<file path="src/rtl/mux_channel_scanner_pkg.sv">
// Shared types and constants for the 4-to-1 mux channel scanner.
package mux_channel_scanner_pkg;

    localparam int NUM_CH = 4;
    localparam int SEL_W  = 2;

    typedef enum logic [1:0] {
        IDLE   = 2'd0,
        SETTLE = 2'd1,
        DONE   = 2'd2
    } state_t;

endpackage

</file>
<file path="src/rtl/mux_channel_scanner_next_chan_sel.sv">
// Priority finder: lowest enabled channel strictly above cur, or the lowest
// enabled channel overall when first is set; none flags an empty search.
module next_chan_sel
    import mux_channel_scanner_pkg::*;
(
    input  logic [NUM_CH-1:0] mask,
    input  logic [SEL_W-1:0]  cur,
    input  logic              first,
    output logic [SEL_W-1:0]  nxt,
    output logic              none
);

    always_comb begin
        nxt  = '0;
        none = 1'b1;
        // Descending walk so the lowest qualifying channel is the last writer.
        for (int k = NUM_CH - 1; k >= 0; k--) begin
            if (mask[k] && (first || (k > int'(cur)))) begin
                nxt  = SEL_W'(k);
                none = 1'b0;
            end
        end
    end

endmodule

</file>
<file path="src/rtl/mux_channel_scanner.sv">
// Scans the enabled inputs of a 4-to-1 mux: drives registered selects, waits
// SETTLE_CYCLES per channel, captures mux_out and reports a parallel word.
module mux_channel_scanner
    import mux_channel_scanner_pkg::*;
#(
    parameter int SETTLE_CYCLES = 2,
    parameter int CNT_W         = 4
) (
    input  logic              clk,
    input  logic              rst_n,
    input  logic              start,
    input  logic [NUM_CH-1:0] chan_mask,
    input  logic              mux_out,
    output logic              s0,
    output logic              s1,
    output logic              busy,
    output logic              done,
    output logic [NUM_CH-1:0] sample
);

    state_t             state_q, state_n;
    logic [CNT_W-1:0]   cnt_q, cnt_n;
    logic [NUM_CH-1:0]  mask_q, mask_n;
    logic [NUM_CH-1:0]  sample_q, sample_n;
    logic [SEL_W-1:0]   sel_q, sel_n;

    logic [NUM_CH-1:0]  find_mask;
    logic               find_first;
    logic [SEL_W-1:0]   find_nxt;
    logic               find_none;
    logic               last_tick;

    // In IDLE the finder looks at the live mask for the first channel;
    // while settling it walks the latched copy upward.
    assign find_first = (state_q == IDLE);
    assign find_mask  = find_first ? chan_mask : mask_q;
    assign last_tick  = (cnt_q == CNT_W'(SETTLE_CYCLES - 1));

    next_chan_sel u_next_chan_sel (
        .mask  (find_mask),
        .cur   (sel_q),
        .first (find_first),
        .nxt   (find_nxt),
        .none  (find_none)
    );

    always_comb begin
        state_n  = state_q;
        cnt_n    = cnt_q;
        mask_n   = mask_q;
        sel_n    = sel_q;
        sample_n = sample_q;
        case (state_q)
            IDLE: begin
                sel_n = '0;
                if (start) begin
                    sample_n = '0;
                    if (chan_mask != '0) begin
                        mask_n  = chan_mask;
                        sel_n   = find_nxt;
                        cnt_n   = '0;
                        state_n = SETTLE;
                    end else begin
                        state_n = DONE;
                    end
                end
            end
            SETTLE: begin
                cnt_n = cnt_q + CNT_W'(1);
                if (last_tick) begin
                    sample_n[sel_q] = mux_out;
                    if (!find_none) begin
                        sel_n = find_nxt;
                        cnt_n = '0;
                    end else begin
                        sel_n   = '0;
                        state_n = DONE;
                    end
                end
            end
            DONE:    state_n = IDLE;
            default: state_n = IDLE;
        endcase
    end

    always_ff @(posedge clk or negedge rst_n) begin
        if (!rst_n) begin
            state_q  <= IDLE;
            cnt_q    <= '0;
            mask_q   <= '0;
            sel_q    <= '0;
            sample_q <= '0;
        end else begin
            state_q  <= state_n;
            cnt_q    <= cnt_n;
            mask_q   <= mask_n;
            sel_q    <= sel_n;
            sample_q <= sample_n;
        end
    end

    assign s0     = sel_q[0];
    assign s1     = sel_q[1];
    assign busy   = (state_q != IDLE);
    assign done   = (state_q == DONE);
    assign sample = sample_q;

endmodule

</file>
<file path="config.mk">
export PLATFORM = sky130hd
export DESIGN_NAME = mux_channel_scanner
export DESIGN_NICKNAME = d
export VERILOG_FILES = /design/src/rtl/mux_channel_scanner_pkg.sv /design/src/rtl/mux_channel_scanner_next_chan_sel.sv /design/src/rtl/mux_channel_scanner.sv
export SDC_FILE = /design/constraint.sdc
export NUM_CORES = 1
export LEC_CHECK = 0
export CORE_UTILIZATION = 40
export CTS_CLUSTER_SIZE = 40
export DETAILED_ROUTE_END_ITERATION = 7
export HOLD_SLACK_MARGIN = 0.12
export PLACE_DENSITY = 0.64
export SYNTH_ARGS = -nofsm -noshare
export SYNTH_HDL_FRONTEND = slang
export SYNTH_SLANG_ARGS = --single-unit
</file>
<file path="constraint.sdc">
create_clock -name clk -period 1.9 [get_ports clk]
set_input_delay 0.475 -clock clk [delete_from_list [all_inputs] [get_ports clk]]
set_output_delay 0.475 -clock clk [all_outputs]
set_load 0.01 [all_outputs]
</file>
==> reports/results.ini, run 1 <==
[run_status]
status = complete, no violations

[layout]
final_layout_size_suffix_gt1_share_pct = 19.5
stdcell_area_mm2 = 0.00113
final_common_cell = nand2_1
fill_cells = 188
nets = 124
layout_common_cells = nand2_1 (14), clkdlybuf4s50_1 (13), dfrtp_1 (12)
synthToLayoutAreaGrowth_pct = 31.0
final_cells = 140
n_antenna_cell = 0

[routing]
dr.pass1.iters = 4
vias_per_cell = 5.41
routedWlPerCell_um = 14.3
wirelength_um = 2010
vias = 757
ant_nets = 0
drt-initial-drc-count = 9
drc = 0

[run]
cap_violations = 0

[sta]
final.period_utilization_pct = 93.9
hold_violations = 0
fmax_ghz = 0.561
finalSetupViolCount = 0
min_period_ns = 1.78
worstMarginPinSlew_ns = 0.310
drv_slew = 0
fin_setup_tns_ns = 0
whs_ns = 0.490
slew_headroom_pct = 79.1
rsz0062_at_grt = no
fin_skew_ns = 0.00338

[setup_path]
crit_family = buffers and inverters
rr_startpoint = cnt_q[1]
reg2reg_depth = 6
crit_required_ns = 1.42
r2r_setup_slack_ns = 0.31
r2r_end = sample[0]
crit_path_max_incr_delay_ns = 0.56
cp.buffers_inverters = 1
path_cells = clkdlybuf4s50_1
start_kind = register
crit_fanout = 8
worst-setup-path-type = register to output pin
slowest_stage = clkdlybuf4s50_1
startpoint = sel_q[0]
crit_path_end_kind = output pin
crit_arrival_ns = 1.31

[floorplan]
num_rows = 16
die_y_um = 48.5
die_x_um = 48.5
dieArea_mm2 = 0.00235
core_mm2 = 0.00200
ios = 16
initial_utilization_pct = 43.2

[clock_network]
htreeDepth = 1
path_clk_slew_ns = 0.09
clk_latency_ns = 0.29
numCtsBuffers = 3
cts_tree = yes
holdBufCountCts = 0
cts_buffer_depth = 2
cts_root_buf = clkbuf_4
clock_sinks = 15

[placed_design]
portBuffers = 15
dp_hpwl_um = 1440
place_area_mm2 = 0.00109
gp_congestion = 0.855
dp.cells = 134

[synth]
synth_seq_cells = 15
avgSynthCellArea_um2 = 9.94
ys.flop_type = dfrtp_1
synth.net_count = 97
synth_edf_count = 0
syn_area_um2 = 865
ys_types = 37
async_reset_ff_share_pct = 100
syn-instance-count = 87
ys_seq_area_share_pct = 43.4
yosys_warnings = 0

[power]
p_total_mw = 1.60
p_per_area_mw_per_mm2 = 1410
power.leakage_nw = 0.551
ir_drop_uv = 776

[global_routing]
grt_first_pass_wirelength_um = 3410
gr-usage-all-layers_pct = 19.5
grt_max_degree = 16
grt_overflow = 0
grt_pass1_vias = 744
antenna_found_initial = 0

[worst_hold_path]
hold_path_class = primary input to asynchronous set/reset pin

where the power goes:
part,internal (mW),switching (mW)
logic,0.419,0.424
clock network,0.0819,0.108
registers,0.439,0.123
total,0.940,0.655
cell usage after synthesis (2+ instances only):
master,count,area share [%]
dfrtp_1,15,43
nand2_1,14,6.1
mux2i_1,4,4.6
nand3_1,4,2.3
nor2b_1,4,2.9
inv_1,3,1.3
nor3b_1,3,2.6
o21ai_0,3,1.7
a21o_1,2,1.7
a21oi_1,2,1.2
a22o_1,2,2.0
ha_1,2,2.9
nand2b_1,2,1.4
o21ai_1,2,1.2
o311ai_1,2,2.0
o41ai_1,2,2.0
logic make-up after synthesis:
group,share of synthesized area (%)
and+or+nand+nor,24.3
adders and majority gates,2.89
AOI/OAI and AO/OA,20.0
buffers and inverters,3.47
muxes,5.93
DFF,43.4
timing repair:
item,4_1_cts,5_1_grt
setup buffers,2,0
endpoints found under the setup margin,2,2
resized for setup,3,2
per-layer routing:
metal  vias up  share of wire (%)  GRT usage, %
li1        371                  -             -
met1       364                 47          25.5
met2        20                 47          31.9
met3         2                5.3          4.72
met4         0               0.85          5.88
met5         -                  0             0
worst max-delay path by stage:
stage / to / cells past startpoint
after detailed placement: sel_q[1] / 5
after global routing: s0 / 1
final: s0 / 1
after global placement: sel_q[1] / 5
after floorplan: cnt_q[3] / 5
after CTS: s0 / 1
sequential cells by signal, summed over array words and instances (netlist names):
signal   flops
sample       4
cnt_q        4
mask_q       3
sel_q        2
state_q      2
metrics by stage:
step                      util (%)  setup slack, ns
after floorplan                  -            0.305
after global placement        54.3          -0.0893
after detailed placement      54.3           -0.126
after CTS                     56.4           0.0259
after global routing          56.6           0.0515
final                         56.6            0.117
layout make-up:
type	instances	area (µm²)	area share, %
Clock buffer	4	26.3	2.32
Timing Repair Buffer	24	219	19.3
Inverter	4	15.0	1.33
Sequential cell	15	379	33.5
Multi-Input combinational cell	66	459	40.6
Tap cell	27	33.8	2.98
Note: power is estimated with default switching activity, not from simulation.
==> run 2, diff against run 1 <==
--- a/config.mk
+++ b/config.mk
@@ -6,8 +6,11 @@
 export NUM_CORES = 1
 export LEC_CHECK = 0
 export CORE_UTILIZATION = 40
+export CTS_CLUSTER_DIAMETER = 60
 export CTS_CLUSTER_SIZE = 40
 export DETAILED_ROUTE_END_ITERATION = 7
+export GPL_ROUTABILITY_DRIVEN = 0
+export GPL_TIMING_DRIVEN = 1
 export HOLD_SLACK_MARGIN = 0.12
 export PLACE_DENSITY = 0.64
 export SYNTH_ARGS = -nofsm -noshare
==> results of run 2 <==
The final DEF is identical to that of run 1; final timing and power are the same.
==> run 3, diff against run 2 <==
--- a/config.mk
+++ b/config.mk
@@ -9,7 +9,6 @@
 export CTS_CLUSTER_DIAMETER = 60
 export CTS_CLUSTER_SIZE = 40
 export DETAILED_ROUTE_END_ITERATION = 7
-export GPL_ROUTABILITY_DRIVEN = 0
 export GPL_TIMING_DRIVEN = 1
 export HOLD_SLACK_MARGIN = 0.12
 export PLACE_DENSITY = 0.64
==> results of run 3 <==
The final DEF is identical to that of run 1; final timing and power are the same.
